--- src/rtl/aes_pkg.sv ---
// Shared AES definitions: decrypt FSM states, block geometry and GF(2^8) arithmetic.
// The GF helpers are also used by the encrypt-side MixColumns.
package aes_pkg;

   typedef enum logic [2:0] {
      S_IDLE,
      S_LOAD,
      S_INV_SHIFT,
      S_INV_SUB,
      S_ADD_KEY,
      S_INV_MIX,
      S_DONE
   } state_t;

   localparam int AES_BYTES  = 16;
   localparam int AES_ROUNDS = 10;

   function automatic logic [7:0] xtime(input logic [7:0] b);
      return {b[6:0], 1'b0} ^ (b[7] ? 8'h1b : 8'h00);
   endfunction

   // Shift-and-add multiply, reduced modulo x^8+x^4+x^3+x+1.
   function automatic logic [7:0] gf_mul(input logic [7:0] a, input logic [7:0] b);
      logic [7:0] acc;
      logic [7:0] p;
      acc = '0;
      p   = a;
      for (int i = 0; i < 8; i++) begin
         if (b[i]) acc = acc ^ p;
         p = xtime(p);
      end
      return acc;
   endfunction

endpackage

--- src/rtl/inv_sub_bytes.sv ---
// Combinational AES inverse S-box: one byte in, one byte out.
module inv_sub_bytes (
   input  logic [7:0] value,
   output logic [7:0] result
);

   // Row-major table, entry 0x00 in the top byte.
   localparam logic [2047:0] INV_SBOX = {
      128'h52096ad53036a538bf40a39e81f3d7fb,
      128'h7ce339829b2fff87348e4344c4dee9cb,
      128'h547b9432a6c2233dee4c950b42fac34e,
      128'h082ea16628d924b2765ba2496d8bd125,
      128'h72f8f66486689816d4a45ccc5d65b692,
      128'h6c704850fdedb9da5e154657a78d9d84,
      128'h90d8ab008cbcd30af7e45805b8b34506,
      128'hd02c1e8fca3f0f02c1afbd0301138a6b,
      128'h3a9111414f67dcea97f2cfcef0b4e673,
      128'h96ac7422e7ad3585e2f937e81c75df6e,
      128'h47f11a711d29c5896fb7620eaa18be1b,
      128'hfc563e4bc6d279209adbc0fe78cd5af4,
      128'h1fdda8338807c731b11210592780ec5f,
      128'h60517fa919b54a0d2de57a9f93c99cef,
      128'ha0e03b4dae2af5b0c8ebbb3c83539961,
      128'h172b047eba77d626e169146355210c7d
   };

   assign result = INV_SBOX[11'd2047 - {value, 3'b000} -: 8];

endmodule

--- src/rtl/aes_decrypt.sv ---
// Byte-serial AES-128 inverse cipher. Ciphertext and round keys stream in a byte
// at a time; the 128-bit working state rotates through a single S-box lane.
module aes_decrypt
   import aes_pkg::*;
#(
   parameter int NUM_ROUNDS = AES_ROUNDS
) (
   input  logic         clock,
   input  logic         reset,
   input  logic         start,
   input  logic [7:0]   in,
   input  logic         in_valid,
   input  logic [7:0]   key,
   input  logic         key_valid,
   output logic         key_ready,
   output logic [3:0]   key_round,
   output logic         busy,
   output logic         done,
   output logic [127:0] message
);

   localparam logic [3:0] LAST_ROUND = 4'(NUM_ROUNDS);
   localparam logic [3:0] LAST_BYTE  = 4'(AES_BYTES - 1);

   state_t     state;
   logic [3:0] round;
   logic [3:0] cnt;
   logic [7:0] sub_out;

   // Byte index b = r + 4c sits at message[127-8b -: 8]; row r rotates right by r.
   function automatic logic [127:0] inv_shift_rows(input logic [127:0] s);
      logic [127:0] o;
      o = '0;
      for (int r = 0; r < 4; r++)
         for (int c = 0; c < 4; c++)
            o[127 - 8*(r + 4*c) -: 8] = s[127 - 8*(r + 4*((c - r) & 3)) -: 8];
      return o;
   endfunction

   function automatic logic [31:0] inv_mix_column(input logic [31:0] col);
      logic [7:0] a0, a1, a2, a3;
      {a0, a1, a2, a3} = col;
      return {gf_mul(a0, 8'h0e) ^ gf_mul(a1, 8'h0b) ^ gf_mul(a2, 8'h0d) ^ gf_mul(a3, 8'h09),
              gf_mul(a0, 8'h09) ^ gf_mul(a1, 8'h0e) ^ gf_mul(a2, 8'h0b) ^ gf_mul(a3, 8'h0d),
              gf_mul(a0, 8'h0d) ^ gf_mul(a1, 8'h09) ^ gf_mul(a2, 8'h0e) ^ gf_mul(a3, 8'h0b),
              gf_mul(a0, 8'h0b) ^ gf_mul(a1, 8'h0d) ^ gf_mul(a2, 8'h09) ^ gf_mul(a3, 8'h0e)};
   endfunction

   inv_sub_bytes u_inv_sub (
      .value  (message[127:120]),
      .result (sub_out)
   );

   // Handshake: a key byte transfers on a rising edge where key_ready && key_valid
   // (in LOAD additionally in_valid); a low valid simply stalls that byte.
   always_ff @(posedge clock or posedge reset) begin
      if (reset) begin
         state     <= S_IDLE;
         message   <= '0;
         done      <= 1'b0;
         busy      <= 1'b0;
         key_ready <= 1'b0;
         key_round <= LAST_ROUND;
         round     <= LAST_ROUND;
         cnt       <= '0;
      end else begin
         done <= 1'b0;
         case (state)
            S_IDLE: begin
               if (start) begin
                  state     <= S_LOAD;
                  round     <= LAST_ROUND;
                  cnt       <= '0;
                  busy      <= 1'b1;
                  key_ready <= 1'b1;
                  key_round <= LAST_ROUND;
               end
            end
            S_LOAD: begin
               if (in_valid && key_valid) begin
                  message <= {message[119:0], in ^ key};
                  cnt     <= cnt + 4'd1;
                  if (cnt == LAST_BYTE) begin
                     state     <= S_INV_SHIFT;
                     round     <= LAST_ROUND - 4'd1;
                     key_ready <= 1'b0;
                  end
               end
            end
            S_INV_SHIFT: begin
               message <= inv_shift_rows(message);
               cnt     <= '0;
               state   <= S_INV_SUB;
            end
            S_INV_SUB: begin
               message <= {message[119:0], sub_out};
               cnt     <= cnt + 4'd1;
               if (cnt == LAST_BYTE) begin
                  state     <= S_ADD_KEY;
                  key_ready <= 1'b1;
                  key_round <= round;
               end
            end
            S_ADD_KEY: begin
               if (key_valid) begin
                  message <= {message[119:0], message[127:120] ^ key};
                  cnt     <= cnt + 4'd1;
                  if (cnt == LAST_BYTE) begin
                     key_ready <= 1'b0;
                     if (round == 4'd0) begin
                        state <= S_DONE;
                        done  <= 1'b1;
                     end else begin
                        state <= S_INV_MIX;
                     end
                  end
               end
            end
            S_INV_MIX: begin
               message <= {message[95:0], inv_mix_column(message[127:96])};
               cnt     <= cnt + 4'd1;
               if (cnt == 4'd3) begin
                  cnt   <= '0;
                  round <= round - 4'd1;
                  state <= S_INV_SHIFT;
               end
            end
            S_DONE: begin
               busy  <= 1'b0;
               state <= S_IDLE;
            end
            default: state <= S_IDLE;
         endcase
      end
   end

endmodule

--- config.mk ---
export PLATFORM = sky130hd
export DESIGN_NAME = aes_decrypt
export DESIGN_NICKNAME = d
export VERILOG_FILES = /design/src/rtl/aes_pkg.sv /design/src/rtl/inv_sub_bytes.sv /design/src/rtl/aes_decrypt.sv
export SDC_FILE = /design/constraint.sdc
export NUM_CORES = 1
export LEC_CHECK = 0
export CORE_ASPECT_RATIO = 0.7
export CORE_MARGIN = 2
export CORE_UTILIZATION = 25
export CTS_CLUSTER_SIZE = 25
export DETAILED_ROUTE_END_ITERATION = 8
export PLACE_DENSITY_LB_ADDON = 0.3
export SLEW_MARGIN = 20
export SYNTH_ARGS = -nofsm -noshare
export SYNTH_HDL_FRONTEND = slang
export SYNTH_SLANG_ARGS = --single-unit
--- constraint.sdc ---
create_clock -name clock -period 5.83 [get_ports clock]
set_clock_uncertainty 0.1 [all_clocks]
set_input_delay 1.749 -clock clock [delete_from_list [all_inputs] [get_ports clock]]
set_output_delay 1.749 -clock clock [all_outputs]
set_load 0.1 [all_outputs]
==> impl_results.html <==
<table>
<tr><th>Metric</th><th>Value</th></tr>
<tr><th colspan="2">Die</th></tr>
<tr><td>I/O pin count</td><td>156</td></tr>
<tr><td>FP Rows</td><td>70</td></tr>
<tr><td>Chip width</td><td>approximately 280 um</td></tr>
<tr><td>Area of the placeable core</td><td>between 50,000 and 60,000 sq um</td></tr>
<tr><td>Die outline height</td><td>195.5 um</td></tr>
<tr><td>Die area</td><td>54,280 sq um</td></tr>
<tr><td>Effective utilization at floorplan</td><td>25.18%</td></tr>
<tr><th colspan="2">Global route</th></tr>
<tr><td>Initial antenna violation count</td><td>2</td></tr>
<tr><td>Vias in the first global route</td><td>13,091</td></tr>
<tr><td>Global routing usage on met2</td><td>32.11%</td></tr>
<tr><td>Most congested layer reported by global routing</td><td>met1</td></tr>
<tr><td>GR Layer Usage met1</td><td>36.74%</td></tr>
<tr><td>Maximum number of pins on one net before global-route repair</td><td>between 70 and 80</td></tr>
<tr><td>Overall Global Routing Usage</td><td>a little under a quarter</td></tr>
<tr><td>GRT met3 Usage</td><td>8.208%</td></tr>
<tr><td>Global-route wire length before repair</td><td>96,090 um</td></tr>
<tr><td>Total grt overflow</td><td>0</td></tr>
<tr><th colspan="2">Synth</th></tr>
<tr><td>Post-synth top flop</td><td>sky130_fd_sc_hd__dfrtp_1</td></tr>
<tr><td>Post-synth top area share</td><td>between 20 and 30%</td></tr>
<tr><td>Portion of the post-synthesis area used by sequential elements</td><td>between 20% and 30%</td></tr>
<tr><td>Post-synthesis instance total</td><td>1,644</td></tr>
<tr><td>Net count after synthesis</td><td>1,681</td></tr>
<tr><td>Cell type with the largest total area after synthesis</td><td>sky130_fd_sc_hd__dfrtp_1</td></tr>
<tr><td>Area of the mapped netlist</td><td>13,100 sq um</td></tr>
<tr><td>Register bit count reported by yosys</td><td>146</td></tr>
<tr><td>Average footprint of a synthesized cell</td><td>about 8 sq um</td></tr>
<tr><td>Number of flops mapped to enable cells by yosys</td><td>0</td></tr>
<tr><td>Synthesis Warnings</td><td>0</td></tr>
<tr><td>Synth top area cells</td><td>sky130_fd_sc_hd__dfrtp_1 (27%), sky130_fd_sc_hd__xnor2_1 (10%), sky130_fd_sc_hd__a22oi_1 (5.4%), sky130_fd_sc_hd__nor2_1 (5.4%), sky130_fd_sc_hd__nand2_1 (4.9%)</td></tr>
<tr><td>Proportion of synthesized flip-flops having asynchronous set or reset</td><td>100.0%</td></tr>
<tr><td>Count of distinct cell types in the synthesized netlist</td><td>82</td></tr>
<tr><th colspan="2">Routing</th></tr>
<tr><td>Detailed-router iteration count before antenna repair</td><td>6</td></tr>
<tr><td>Detailed-route vias per instance</td><td>5.789</td></tr>
<tr><td>Violation count after the first detailed-route iteration</td><td>2,402</td></tr>
<tr><td>Count of vias placed by the detailed router</td><td>13,905</td></tr>
<tr><td>Routed wire length</td><td>between 60,000 and 70,000 um</td></tr>
<tr><td>Antenna-violating nets left</td><td>0</td></tr>
<tr><td>Detail-routed net length per standard cell</td><td>~28 um</td></tr>
<tr><td>Final routed DRC violation total</td><td>0</td></tr>
<tr><th colspan="2">Worst setup path</th></tr>
<tr><td>Count of buffer and inverter cells on the critical path</td><td>1</td></tr>
<tr><td>Critical path start-end classification</td><td>register to primary output</td></tr>
<tr><td>Worst-path fanout max</td><td>10</td></tr>
<tr><td>Reg-to-reg setup timing slack</td><td>1.93 ns</td></tr>
<tr><td>Data arrival at the endpoint of the critical path</td><td>2.75 ns</td></tr>
<tr><td>Cell family with most CP delay</td><td>buffers and inverters</td></tr>
<tr><td>Peak per-stage delay on the critical path</td><td>1.32 ns</td></tr>
<tr><td>Crit path cell chain</td><td>clkdlybuf4s50_1</td></tr>
<tr><td>Crit path max-delay cell type</td><td>sky130_fd_sc_hd__clkdlybuf4s50_1</td></tr>
<tr><td>Depth of the worst register-to-register path</td><td>8</td></tr>
<tr><td>Critical Path Stages</td><td>1</td></tr>
<tr><td>Kind of end point of the critical path</td><td>primary output</td></tr>
<tr><td>Worst Path Required</td><td>3.98 ns</td></tr>
<tr><td>Startpoint kind of the worst setup timing path</td><td>register</td></tr>
<tr><th colspan="2">Final layout</th></tr>
<tr><td>Commonest cells after routing, fill and taps aside</td><td>sky130_fd_sc_hd__nor2_1 (187), sky130_fd_sc_hd__nand2_1 (171), sky130_fd_sc_hd__xnor2_1 (157), sky130_fd_sc_hd__clkdlybuf4s50_1 (155), sky130_fd_sc_hd__dfrtp_1 (138)</td></tr>
<tr><td>Number of antenna repair diodes</td><td>0</td></tr>
<tr><td>Synthesis-to-layout area growth</td><td>19.95%</td></tr>
<tr><td>Final net count</td><td>between 1,500 and 2,000</td></tr>
<tr><td>Fraction of layout instances using a drive strength above 1</td><td>7.625%</td></tr>
<tr><td>Number of fillers in the final layout</td><td>5,564</td></tr>
<tr><td>Commonest non-fill, non-tap cell in the layout</td><td>sky130_fd_sc_hd__nor2_1</td></tr>
<tr><td>Combined area of the multi-input logic cells</td><td>8610 sq um</td></tr>
<tr><td>Sequential cell area</td><td>around 3700 sq um</td></tr>
<tr><th colspan="2">Placed design</th></tr>
<tr><td>Estimated wirelength of the detail-placed design</td><td>slightly below 50,000 um</td></tr>
<tr><td>Routability-driven placement congestion ratio</td><td>~1.0</td></tr>
<tr><td>IO Port Bufs</td><td>155</td></tr>
<tr><th colspan="2">Timing</th></tr>
<tr><td>RSZ-0062 raised after global routing</td><td>no</td></tr>
<tr><td>Endpoints failing setup</td><td>0</td></tr>
<tr><td>Relative slew margins</td><td>between 20% and 30%</td></tr>
<tr><td>Final Max Tran Viols</td><td>0</td></tr>
<tr><td>Post-route fraction of the period consumed by the critical path</td><td>78.82%</td></tr>
<tr><td>Final Hold Fails</td><td>0</td></tr>
<tr><td>Final critical-path required period</td><td>roughly 4.6 ns</td></tr>
<tr><td>Highest clock rate</td><td>0.2176 GHz</td></tr>
<tr><td>Transition time at the pin with the least slew margin</td><td>1.173 ns</td></tr>
<tr><td>Post-Route Setup TNS</td><td>0 ns</td></tr>
<tr><th colspan="2">Clocking</th></tr>
<tr><td>CTS tree</td><td>done</td></tr>
<tr><td>H-tree levels</td><td>4</td></tr>
<tr><td>Clock transition at path regs</td><td>0.07 ns</td></tr>
<tr><td>Clock latency on the worst-skew pair</td><td>0.46 ns</td></tr>
<tr><td>Number of resized instances in the post-cts repair step</td><td>0</td></tr>
<tr><td>CTS buffer count</td><td>17</td></tr>
<tr><td>Worst-case clock buffer depth</td><td>2</td></tr>
<tr><td>Clock net sink count</td><td>146</td></tr>
<tr><td>Hold-fix buffer count after cts</td><td>0</td></tr>
<tr><td>Number of buffers inserted to repair setup after CTS</td><td>0</td></tr>
<tr><td>Clock tree root driver cell</td><td>sky130_fd_sc_hd__clkbuf_16</td></tr>
<tr><th colspan="2">Min path</th></tr>
<tr><td>HP Class</td><td>register to register</td></tr>
<tr><td>Hold Path Stages</td><td>2</td></tr>
<tr><th colspan="2">Run status</th></tr>
<tr><td>Run status</td><td>completed</td></tr>
<tr><th colspan="2">Run</th></tr>
<tr><td>Number of maximum-capacitance violations</td><td>0</td></tr>
</table>
-- registers in the layout, summed over array words and instances, names as in the netlist --
signal / flops
message: 128
key_round: 4
cnt: 4
done: 1
state: 3
round: 4
busy: 1
key_ready: 1
-- per-layer routing --
metal / wire, um / vias up
met5: 12 / -
met4: 742 / 2
met3: 8684 / 68
met2: 26020 / 881
met1: 30850 / 6935
li1: - / 6019
-- cell type report --
cell class	count	share of cell area, %
flip-flops and latches	146	23.35
clock buffers	18	2.795
multi-input cells	1316	54.79
well taps	684	5.446
inverters	24	0.6051
clock inverters	14	0.9157
repair buffers	200	12.10
-- metrics by stage --
stage	util (%)	worst slack, ns	instances	area [sq um]	hold WS [ns]
detailed placement	29.08	1.462	2370	15130	0.3605
global placement	29.08	1.461	2370	15130	0.3614
global route	30.20	1.223	2402	15710	0.4122
floorplan	-	0.06464	1644	13100	0.3761
finish	30.20	1.235	2402	15710	0.3725
CTS	30.20	1.257	2402	15710	0.3757
-- path summary, 6_finish.rpt --
kind,from,endpoint
max,message[103],message[103]
min,key_round[3],key_round[3]
max reg2reg,message[121],message[0]
min reg2reg,key_round[3],key_round[3]
max in group asynchronous,reset,round[1]
min in group asynchronous,reset,message[23]
-- Yosys cell counts, drive strengths merged, types with 4 or more instances --
| library cell | count |
|---|---|
| and2 | 7 |
| a21oi | 121 |
| nor3 | 31 |
| a211o | 4 |
| dfstp | 4 |
| xor2 | 58 |
| a211oi | 13 |
| nand2 | 171 |
| o21a | 5 |
| o22ai | 15 |
| nor3b | 6 |
| ha | 16 |
| o21ai | 81 |
| dfrtp | 142 |
| o211ai | 14 |
| o221ai | 16 |
| a22oi | 95 |
| nor2b | 22 |
| mux2i | 11 |
| a311oi | 12 |
| nand2b | 26 |
| or2 | 6 |
| buf | 94 |
| and3 | 4 |
| clkbuf | 64 |
| a221oi | 13 |
| o32a | 5 |
| xnor2 | 171 |
| or3 | 7 |
| nor2 | 189 |
| nand3 | 22 |
| o31ai | 8 |
| nor4 | 7 |
| a21o | 9 |
| o311ai | 6 |
| inv | 24 |
| a31oi | 88 |
-- cell families (layout without fill, tap and decap cells) --
family	count (synthesis)	in the layout	share of synthesized area [%]
DFF	146	146	27.93
AOI/OAI and AO/OA	541	541	27.22
adders and majority gates	16	16	1.528
xor gates and xnor gates	233	233	17.81
muxes	17	17	1.614
buffers and inverters	182	256	6.647
and+or+nand+nor	509	509	17.25
-- tightest hold or removal path, cell delays in order (launching register included) --
cell	delay [ns]
sky130_fd_sc_hd__dfstp_2	0.37
sky130_fd_sc_hd__inv_1	0.04
sky130_fd_sc_hd__mux2i_1	0.06
Power is not shown: default switching activity piles up to over one toggle a cycle in this logic, so the estimate is an artifact.
